File: src/rtl/mips_fact_acc.sv
// Memory-mapped iterative factorial accelerator for the MIPS peripheral bus.
// Optional completion interrupt enabled by defining MIPS_FACT_IRQ_EN.
module mips_fact_acc #(
    parameter int N_WIDTH    = 4,
    parameter int DATA_WIDTH = 32,
    parameter int N_MAX      = 12
) (
    input  logic                  clk,
    input  logic                  rst_n,
    input  logic                  we,
    input  logic [1:0]            a,
    input  logic [DATA_WIDTH-1:0] wd,
    output logic [DATA_WIDTH-1:0] rd,
    output logic                  irq
);

    // Bus handshake: a write is accepted on any rising clk edge where we=1;
    // there is no ready/stall, and reads are purely combinational on a.

    typedef enum logic {
        S_IDLE = 1'b0,
        S_BUSY = 1'b1
    } state_t;

    localparam logic [N_WIDTH-1:0] L_N_MAX = N_WIDTH'(N_MAX);
    localparam logic [N_WIDTH-1:0] L_ONE   = N_WIDTH'(1);

    state_t                r_state;
    state_t                w_state_nxt;
    logic [N_WIDTH-1:0]    r_n;
    logic [N_WIDTH-1:0]    w_n_nxt;
    logic [N_WIDTH-1:0]    r_cnt;
    logic [N_WIDTH-1:0]    w_cnt_nxt;
    logic [DATA_WIDTH-1:0] r_product;
    logic [DATA_WIDTH-1:0] w_product_nxt;
    logic [DATA_WIDTH-1:0] r_result;
    logic [DATA_WIDTH-1:0] w_result_nxt;
    logic                  r_done;
    logic                  w_done_nxt;
    logic                  r_err;
    logic                  w_err_nxt;
    logic                  w_set_irq;
    logic                  w_clr_irq;
    logic                  w_irq_bit;
    logic                  w_wr_n;
    logic                  w_wr_go;
    logic                  w_wr_status;
    logic [DATA_WIDTH-1:0] w_mult;
    logic                  w_unused_wd;

    assign w_wr_n      = we && (a == 2'd0);
    assign w_wr_go     = we && (a == 2'd1) && wd[0];
    assign w_wr_status = we && (a == 2'd2);
    assign w_mult      = r_product * {{(DATA_WIDTH-N_WIDTH){1'b0}}, r_cnt};
    assign w_unused_wd = ^wd[DATA_WIDTH-1:N_WIDTH];

    always_comb begin
        w_state_nxt   = r_state;
        w_n_nxt       = r_n;
        w_cnt_nxt     = r_cnt;
        w_product_nxt = r_product;
        w_result_nxt  = r_result;
        w_done_nxt    = r_done;
        w_err_nxt     = r_err;
        w_set_irq     = 1'b0;
        w_clr_irq     = 1'b0;
        case (r_state)
            S_IDLE: begin
                if (w_wr_n) begin
                    w_n_nxt = wd[N_WIDTH-1:0];
                end
                if (w_wr_go) begin
                    if (r_n <= L_N_MAX) begin
                        w_done_nxt    = 1'b0;
                        w_err_nxt     = 1'b0;
                        w_product_nxt = DATA_WIDTH'(1);
                        w_cnt_nxt     = r_n;
                        w_state_nxt   = S_BUSY;
                    end else begin
                        // Out-of-range n completes at once with an error flag.
                        w_err_nxt    = 1'b1;
                        w_done_nxt   = 1'b1;
                        w_result_nxt = '0;
                        w_set_irq    = 1'b1;
                    end
                end
                if (w_wr_status) begin
                    w_done_nxt = 1'b0;
                    w_err_nxt  = 1'b0;
                    w_clr_irq  = 1'b1;
                end
            end
            S_BUSY: begin
                if (r_cnt > L_ONE) begin
                    w_product_nxt = w_mult;
                    w_cnt_nxt     = r_cnt - L_ONE;
                end else begin
                    w_result_nxt = r_product;
                    w_done_nxt   = 1'b1;
                    w_set_irq    = 1'b1;
                    w_state_nxt  = S_IDLE;
                end
            end
            default: begin
                w_state_nxt = S_IDLE;
            end
        endcase
    end

    always_ff @(posedge clk or negedge rst_n) begin
        if (!rst_n) begin
            r_state   <= S_IDLE;
            r_n       <= '0;
            r_cnt     <= '0;
            r_product <= '0;
            r_result  <= '0;
            r_done    <= 1'b0;
            r_err     <= 1'b0;
        end else begin
            r_state   <= w_state_nxt;
            r_n       <= w_n_nxt;
            r_cnt     <= w_cnt_nxt;
            r_product <= w_product_nxt;
            r_result  <= w_result_nxt;
            r_done    <= w_done_nxt;
            r_err     <= w_err_nxt;
        end
    end

`ifdef MIPS_FACT_IRQ_EN
    logic r_irq;

    always_ff @(posedge clk or negedge rst_n) begin
        if (!rst_n) begin
            r_irq <= 1'b0;
        end else if (w_set_irq) begin
            r_irq <= 1'b1;
        end else if (w_clr_irq) begin
            r_irq <= 1'b0;
        end
    end

    assign irq       = r_irq;
    assign w_irq_bit = r_irq;
`else
    logic w_unused_irq;

    assign w_unused_irq = w_set_irq | w_clr_irq;
    assign irq          = 1'b0;
    assign w_irq_bit    = 1'b0;
`endif

    always_comb begin
        rd = '0;
        case (a)
            2'd0:    rd = {{(DATA_WIDTH-N_WIDTH){1'b0}}, r_n};
            2'd1:    rd = {{(DATA_WIDTH-1){1'b0}}, (r_state == S_BUSY)};
            2'd2:    rd = {{(DATA_WIDTH-3){1'b0}}, w_irq_bit, r_err, r_done};
            default: rd = r_result;
        endcase
    end

endmodule

File: config.mk
export PLATFORM = sky130hd
export DESIGN_NAME = mips_fact_acc
export DESIGN_NICKNAME = d
export VERILOG_FILES = /design/src/rtl/mips_fact_acc.sv
export SDC_FILE = /design/constraint.sdc
export NUM_CORES = 1
export LEC_CHECK = 0
export CAP_MARGIN = 10
export CORE_MARGIN = 1.5
export CORE_UTILIZATION = 55
export CTS_BUF_LIST = sky130_fd_sc_hd__clkbuf_8
export DETAILED_ROUTE_END_ITERATION = 8
export PLACE_DENSITY = 0.75
export SLEW_MARGIN = 10
export SYNTH_ARGS = -nofsm -noshare
export SYNTH_HDL_FRONTEND = slang
export SYNTH_SLANG_ARGS = --single-unit
File: constraint.sdc
create_clock -name clk -period 5.6 [get_ports clk]
set_input_delay 1.12 -clock clk [delete_from_list [all_inputs] [get_ports clk]]
set_output_delay 1.12 -clock clk [all_outputs]
set_load 0.02 [all_outputs]
==> results of run 1 <==
cells in the final DEF (no fill, tap or decap), types with 3 or more instances in the layout:
cell | Yosys | routed
a21o_1 | 8 | 8
a21oi_1 | 36 | 36
a22o_1 | 6 | 6
a22oi_1 | 4 | 4
and2_1 | 92 | 92
and3_1 | 28 | 28
buf_4 | 1 | 10
clkbuf_8 | 0 | 11
clkdlybuf4s50_1 | 0 | 39
dfrtp_1 | 75 | 75
fa_1 | 57 | 57
ha_1 | 34 | 34
inv_1 | 118 | 119
mux2_2 | 5 | 5
mux2i_1 | 3 | 3
nand2_1 | 144 | 144
nand2b_1 | 4 | 4
nand3_1 | 13 | 13
nand4_1 | 8 | 8
nor2_1 | 13 | 12
nor2b_1 | 6 | 6
nor3_1 | 4 | 4
o211ai_1 | 4 | 4
o21a_1 | 4 | 4
o21ai_0 | 78 | 78
or3_1 | 3 | 3
xnor2_1 | 16 | 16
xor2_1 | 12 | 12
layout make-up:
cell class                      instances  area, µm²  area share, %
Inverter                              118        443           5.71
Timing Repair Buffer                   49        465           6.00
Multi-Input combinational cell        614       4540           58.5
Sequential cell                        75       1880           24.2
Clock buffer                           11        151           1.95
Clock inverter                          3       63.8          0.823
Tap cell                              172        215           2.78
stage by stage:
| step | area, µm² | cells | util, % | hold WS [ns] | worst slack (ns) |
|---|---|---|---|---|---|
| after floorplan | 7030 | 853 | - | 0.467 | 1.69 |
| after global placement | 7540 | 1028 | 60.0 | 0.498 | 1.20 |
| after detailed placement | 7540 | 1028 | 60.0 | 0.515 | 1.09 |
| after CTS | 7750 | 1042 | 61.7 | 0.527 | 1.07 |
| after global routing | 7750 | 1042 | 61.7 | 0.535 | 0.818 |
| final | 7750 | 1042 | 61.7 | 0.523 | 1.02 |
logic make-up (layout without fill, tap and decap cells):
logic type               after synthesis  after routing
other                                  1              1
buffers and inverters                164            181
AND/OR/NAND/NOR                      325            325
AO/OA/AOI/OAI                        160            160
adder cells (fa/ha/maj)               91             91
XOR/XNOR                              28             28
flip-flops                            75             75
multiplexers                           9              9
cells in the mapped netlist (5+ instances only):
library cell  instances  area share, %
ha_1                 34            6.1
a21oi_1              36            2.6
dfrtp_1              75             27
mux2_2                5           0.80
inv_1               118            6.3
nor2_1               13           0.69
fa_1                 57             16
and3_1               28            2.5
nand2_1             144            7.7
xnor2_1              16            2.0
xor2_1               12            1.5
clkbuf_1             42            2.2
nand4_1               8           0.71
o21ai_0              78            5.6
nor2b_1               6           0.53
and2_1               92            8.2
a22o_1                6           0.75
nand3_1              13           0.93
a21o_1                8           0.85
worst paths after layout:
check / endpoint / start / slack (ns) / depth (start not counted)
min in group asynchronous: r_product[8] / rst_n / 0.91 / 1
worst min-delay path: r_result[4] / r_result[4] / 0.52 / 2
worst max register to register: r_product[28] / r_cnt[2] / 1.02 / 13
worst max-delay path: r_product[28] / r_cnt[2] / 1.02 / 13
max in group asynchronous: r_result[25] / rst_n / 4.03 / 1
worst min register to register: r_result[4] / r_result[4] / 0.52 / 2
state kept, by name, indices dropped and copies added, names as in the netlist:
register   count
r_product     32
r_n            4
r_err          1
r_result      32
r_done         1
r_state        1
r_cnt          4
critical path, cell delays in order, from the launching register on:
cell	delay (ns)
dfrtp_1	0.82
nand2_1	0.16
fa_1	0.53
fa_1	0.57
inv_1	0.07
fa_1	0.46
a21oi_1	0.23
o211ai_1	0.15
a21oi_1	0.34
a21oi_1	0.23
a21oi_1	0.30
and2_1	0.24
mux2i_1	0.10
a221o_1	0.26
layer usage:
metal / share of wire (%) / vias up
li1: - / 2775
met1: 45 / 2907
met2: 47 / 228
met3: 6.3 / 23
met4: 1.5 / 0
met5: 0 / -
==> impl_metrics.json, run 1 <==
{
  "initial_core_util_pct": 55.9,
  "syn_inst": 853,
  "cts.root.buffer_cell": "clkbuf_8",
  "synthMuxAreaShare_pct": 1.55,
  "status": "completed",
  "synth_top_family_by_area": "simple AND/OR/NAND/NOR gates",
  "crit_fanout": 24,
  "num_rows": 41,
  "gr-usage-all-layers_pct": 27.1,
  "worst_pin_slew_ns": 1.08,
  "syn_nets": 981,
  "use_met3_pct": 4.55,
  "antenna_cells": 0,
  "yosysWarnings": 0,
  "slew_viol_final": 0,
  "synth_cell_type_count": 54,
  "fill_cells": 1079,
  "nets": 995,
  "synth_compound_area_share_pct": 13.7,
  "first_global_vias": 5802,
  "place_congestion": 0.911,
  "synthSimpleGateAreaFrac_pct": 23.3,
  "vias": 5933,
  "synthXorXnorAreaFrac_pct": 3.49,
  "dr.pass1.iters": 5,
  "wl_per_cell_um": 16.0,
  "cts_buffers": 9,
  "ys_ff_latch": 75,
  "portBuffers": 40,
  "hold_viol": 0,
  "cap_violations": 0,
  "grt_pass1_wl_um": 28500,
  "max_freq_ghz": 0.219,
  "min_period_ns": 4.58,
  "synth_area_mm2": 0.00703,
  "grt-ovfl-total": 0,
  "die-area_mm2": 0.0135,
  "clk_pin_slew_worst_paths_ns": 0.08,
  "busiest_layer": "met2",
  "skew_ns": 0.0122,
  "fin_tns_setup_ns": 0,
  "timing.final.crit_share_pct": 81.7,
  "ys_seq_area_share_pct": 26.7,
  "use_met1_pct": 38.6,
  "clockBufferDepth": 2,
  "dr.first_iter.drc_count": 417,
  "htree_levels": 3,
  "via_per_inst": 5.69,
  "cp.required_ns": 5.83,
  "die_h_um": 116,
  "end_kind": "flop",
  "syn_area_per_cell_um2": 8.24,
  "arrival_ns": 4.81,
  "die_w_um": 116,
  "route.detailed.drc": 0,
  "syn_to_final_growth_pct": 10.3,
  "relSlewSlack_pct": 27.6,
  "synthFlopType": "dfrtp_1",
  "path_class": "flop to flop",
  "clock_latency_ns": 0.35,
  "synthArstFlopShare_pct": 100,
  "cp-start-kind": "flop",
  "synth_edf_count": 0,
  "ctsHoldBuffers": 0,
  "setup_viol": 0,
  "routed_wl_um": 16700,
  "drive_gt1_share_pct": 4.02,
  "post_cts_buffers": 0,
  "core_area_mm2": 0.0126,
  "grt_antenna_before_repair": 0,
  "cts_sinks": 75,
  "rsz0062_at_grt": "no",
  "hp-class": "flop to flop",
  "ant_nets": 0,
  "cts_tree": "built",
  "synth_fa_ha_area_share_pct": 22.3,
  "detailed_place_hpwl_um": 12100,
  "grt_max_degree": 76,
  "ctsResizeCount": 0,
  "ioPinCount": 70,
  "met2_usage_pct": 43.1
}
Power of run 1 is left out: the tool's default activity adds up to more than one toggle a clock period on the data nets, which glitch-free logic cannot reach.
==> inputs of run 2 (changes only) <==
==> constraint.sdc (replaced) <==
create_clock -name clk -period 4.6 [get_ports clk]
set_input_delay 0.92 -clock clk [delete_from_list [all_inputs] [get_ports clk]]
set_output_delay 0.92 -clock clk [all_outputs]
set_load 0.02 [all_outputs]
==> run 2 against run 1 <==
  * Sequential share of layout area decreased by 0.081 points
  * Cell area grew 0.40%
  * Utilization rose by 0.25 points
  * Global-route usage hardly changed
  * Die area unchanged
  * Worst setup slack got worse by 0.74 ns
  * Fmax rose by 6.1%
  * Critical endpoint unchanged
  * Highest routed layer unchanged
==> impl_metrics.json, run 2 (synthesis gave the netlist of run 1 again) <==
{
  "multi_input_area_mm2": 0.00454,
  "syn_to_final_growth_pct": 10.8,
  "first_global_vias": 5802,
  "gr-usage-all-layers_pct": 27.1,
  "clockBufferDepth": 2,
  "cp.required_ns": 4.84,
  "cts_tree": "built",
  "htree_levels": 3,
  "arrival_ns": 4.56,
  "reg2reg_from": "r_cnt[3]",
  "die-area_mm2": 0.0135,
  "min_path_cells": 2,
  "cts.root.buffer_cell": "clkbuf_8",
  "ant_nets": 0,
  "post_cts_buffers": 0,
  "hold_viol": 0,
  "portBuffers": 40,
  "die_w_um": 116,
  "vias": 5958,
  "skew_ns": 0.0110,
  "grt-ovfl-total": 0,
  "crit_fanout": 19,
  "core_area_mm2": 0.0126,
  "timing.final.crit_share_pct": 93.8,
  "relSlewSlack_pct": 27.5,
  "hold_path_startpoint": "r_err",
  "layout_common_cells": "nand2_1 (144), inv_1 (118), and2_1 (92)",
  "detailed_place_hpwl_um": 12600,
  "grt_antenna_before_repair": 0,
  "die_h_um": 116,
  "worstPathCellList": "buf_4, and2_1, fa_1, inv_1, fa_1, inv_1, ha_1, a21oi_1, o211ai_1, a21oi_1, a21oi_1, a21oi_1, and2_1, mux2i_1, a221o_1",
  "layout_commonest_cell": "nand2_1",
  "cp-start-kind": "flop",
  "hp-class": "flop to flop",
  "min_period_ns": 4.31,
  "grt_max_degree": 76,
  "cpMostUsedCell": "a21oi_1",
  "route.detailed.drc": 0,
  "setup_viol": 0,
  "drive_gt1_share_pct": 5.34,
  "fill_cells": 1130,
  "critPathLaunch": "r_cnt[3]",
  "reg2reg_slack_ns": 0.29,
  "r2r_end": "r_product[28]",
  "end_kind": "flop",
  "dr.pass1.iters": 6,
  "clk_pin_slew_worst_paths_ns": 0.08,
  "slew_viol_final": 0,
  "fin_tns_setup_ns": 0,
  "clock_latency_ns": 0.36,
  "cts_buffers": 9,
  "num_rows": 41,
  "ioPinCount": 70,
  "max_freq_ghz": 0.232,
  "antenna_cells": 0,
  "hold_ws_ns": 0.523,
  "reg2regPathDepth": 15,
  "crit_slowest_cell": "fa_1",
  "path_class": "flop to flop",
  "min_to": "r_err",
  "via_per_inst": 5.66,
  "worst_pin_slew_ns": 1.08,
  "dr.first_iter.drc_count": 523,
  "nets": 1004,
  "seq_area_mm2": 0.00188,
  "place_congestion": 0.920,
  "rsz0062_at_grt": "no",
  "cpPeakStageDelay_ns": 0.53,
  "top_regs": "r_product (32), r_result (32)",
  "cp_num_buf_inv": 3,
  "ctsHoldBuffers": 0,
  "grt_pass1_wl_um": 28500,
  "wl_per_cell_um": 16.1,
  "initial_core_util_pct": 55.9,
  "cts_sinks": 75,
  "routed_wl_um": 17000,
  "status": "completed",
  "cpLargestDelayFamily": "compound AO/OA/AOI/OAI gates",
  "ctsResizeCount": 0,
  "cap_violations": 0
}
## run 2: worst min-delay path, delay by kind of cell (launching register included)
| kind | cells | cell delay (ns) |
|---|---|---|
| AOI/OAI and AO/OA | 2 | 0.13 |
| DFF | 1 | 0.35 |
## run 2: area by class of cell
cell class | instances | share of cell area (%)
multi-input combinational | 614 | 58.3
tap | 172 | 2.76
sequential | 75 | 24.1
clock inverter | 4 | 0.338
inverter | 118 | 5.69
timing repair buffer | 58 | 6.85
clock buffer | 11 | 1.95
## run 2: worst max-delay path by stage
| stage | to | cells after the start |
|---|---|---|
| floorplan | r_product[19] | 16 |
| global placement | r_product[28] | 13 |
| detailed placement | r_product[28] | 13 |
| CTS | r_product[28] | 13 |
| global route | r_product[29] | 15 |
| finish | r_product[28] | 15 |
## run 2: routing by layer
layer | GRT usage (%) | up-vias | share of wire, %
met4 | 9.59 | 0 | 1.8
met3 | 2.82 | 26 | 6.6
met2 | 43.3 | 219 | 47
met5 | 0 | - | 0
li1 | - | 2799 | -
met1 | 38.6 | 2914 | 45
## run 2: through the flow
stage | util (%) | setup slack, ns | cells | cell area, µm²
3_3_place_gp | 60.5 | 0.386 | 1037 | 7600
5_1_grt | 61.9 | 0.0655 | 1052 | 7780
4_1_cts | 61.9 | 0.206 | 1052 | 7780
6_report | 61.9 | 0.286 | 1052 | 7780
3_5_place_dp | 60.5 | 0.227 | 1037 | 7600
2_1_floorplan | - | 0.691 | 853 | 7030
Power of run 2 is left out for the same reason.
==> inputs of run 3 (changes only) <==
--- a/config.mk
+++ b/config.mk
@@ -10,6 +10,7 @@
 export CORE_UTILIZATION = 55
 export CTS_BUF_LIST = sky130_fd_sc_hd__clkbuf_8
 export DETAILED_ROUTE_END_ITERATION = 8
+export GPL_TIMING_DRIVEN = 0
 export PLACE_DENSITY = 0.75
 export SLEW_MARGIN = 10
 export SYNTH_ARGS = -nofsm -noshare
==> run 3 against run 2 <==
  * Cell count increased by 2.8%
  * Wire length rose by 4.5%
  * Die area did not move
  * Critical path depth down 1
  * Worst hold slack lost 0.089 ns
==> impl_metrics.json, run 3 (synthesis gave the netlist of run 1 again) <==
{
  "cts_buffers": 9,
  "grt_pass1_wl_um": 29700,
  "setup_ws_ns": 0.197,
  "top_regs": "r_product (32), r_result (32)",
  "reg2reg_slack_ns": 0.20,
  "hold_viol": 0,
  "core_area_mm2": 0.0126,
  "min_period_ns": 4.40,
  "antenna_cells": 0,
  "ctsHoldBuffers": 0,
  "slew_viol_final": 0,
  "crit_fanout": 10,
  "cts_sinks": 75,
  "post-route-util_pct": 63.0,
  "grt_max_degree": 60,
  "vias": 5989,
  "first_global_vias": 5928,
  "skew_ns": 0.0115,
  "htree_levels": 3,
  "clock_latency_ns": 0.36,
  "status": "completed",
  "cpPeakStageDelay_ns": 0.56,
  "layout_common_cells": "nand2_1 (144), inv_1 (118), and2_1 (92)",
  "clk_pin_slew_worst_paths_ns": 0.08,
  "cpMostUsedCell": "fa_1",
  "rsz0062_at_grt": "no",
  "via_per_inst": 5.54,
  "path_class": "flop to flop",
  "cts.root.buffer_cell": "clkbuf_8",
  "place_congestion": 0.866,
  "initial_core_util_pct": 55.9,
  "wl_per_cell_um": 16.4,
  "cp.required_ns": 4.82,
  "syn_to_final_growth_pct": 12.7,
  "setup_viol": 0,
  "end_kind": "flop",
  "layout_commonest_cell": "nand2_1",
  "detailed_place_hpwl_um": 13400,
  "cap_violations": 0,
  "nets": 1033,
  "ioPinCount": 70,
  "reg2reg_from": "r_cnt[2]",
  "routed_wl_um": 17700,
  "max_freq_ghz": 0.227,
  "worst_pin_slew_ns": 0.859,
  "portBuffers": 39,
  "arrival_ns": 4.63,
  "gr-usage-all-layers_pct": 28.5,
  "die_w_um": 116,
  "drive_gt1_share_pct": 4.73,
  "crit_end": "r_product[20]",
  "post-place-cells": 1065,
  "relSlewSlack_pct": 42.0,
  "crit_slowest_cell": "fa_1",
  "die_h_um": 116,
  "r2r_end": "r_product[20]",
  "clockBufferDepth": 2,
  "reg2regPathDepth": 14,
  "cp-start-kind": "flop",
  "route.detailed.drc": 0,
  "critPathLaunch": "r_cnt[2]",
  "dp_slack_ns": -0.0762,
  "dr.first_iter.drc_count": 479,
  "grt-ovfl-total": 0,
  "cts_tree": "built",
  "worstPathCellList": "clkbuf_2, nand2_1, fa_1, fa_1, inv_1, fa_1, a21oi_1, o211ai_1, a21oi_1, o21ai_0, a31o_2, a211oi_1, xor2_1, o21ai_0",
  "dr.pass1.iters": 5,
  "instances_no_fill": 1081,
  "die-area_mm2": 0.0135,
  "ant_nets": 0,
  "timing.final.crit_share_pct": 95.7,
  "hp-class": "primary input to asynchronous set/reset pin",
  "num_rows": 41,
  "grt_antenna_before_repair": 0
}
run 3: cell count changes in the layout (fill, tap and decap cells not counted), sizes merged:
cell / previous run / this run
buf: 19 / 9
clkinv: 3 / 2
bufinv: 0 / 2
clkbuf: 11 / 50
clkdlybuf4s50: 39 / 38
run 3: layout make-up:
type | count | area (µm²)
fill | 1074 | 4640
multi-input combinational | 614 | 4560
sequential | 75 | 1880
inverter | 118 | 443
timing repair buffer | 41 | 423
tap | 172 | 215
buffer | 46 | 186
clock buffer | 10 | 138
clock inverter | 5 | 77.6
run 3: how the worst min path moves through the flow:
stage,to,slack [ns]
detailed placement,r_result[15],0.52
CTS,r_result[8],0.43
finish,r_result[8],0.43
floorplan,r_err,0.47
global placement,r_err,0.49
global route,r_result[5],0.44
run 3: metal layers:
metal,up-vias,track usage [%],share of wire [%]
met4,0,10.1,2.6
met2,175,44.2,46
met3,41,5.07,4.9
met1,2925,40.4,46
met5,-,0,0
li1,2848,-,-
run 3: repair_timing:
action | 4_1_cts | 5_1_grt
endpoints found under the setup margin | 4 | 12
pin swaps | 0 | 2
resized for setup | 4 | 12
buffers inserted | 0 | 1
hold endpoints to repair | 0 | 0
run 3: stage by stage:
step	cell area [µm²]	hold WS, ns	setup TNS [ns]
after floorplan	7030	0.467	0
after global placement	7630	0.492	-11.91
after detailed placement	7660	0.516	-0.135
after CTS	7880	0.433	0
after global routing	7920	0.445	0
final	7920	0.434	0
run 3: worst max-delay path: cells and delay by family, from the launching register on:
kind                     cells  cell delay (ns)
XOR/XNOR                     1             0.18
AO/OA/AOI/OAI                7             1.55
flip-flops                   1             0.48
adder cells (fa/ha/maj)      3             1.55
AND/OR/NAND/NOR              1             0.12
buffers and inverters        2             0.39
Power of run 3 is left out for the same reason.
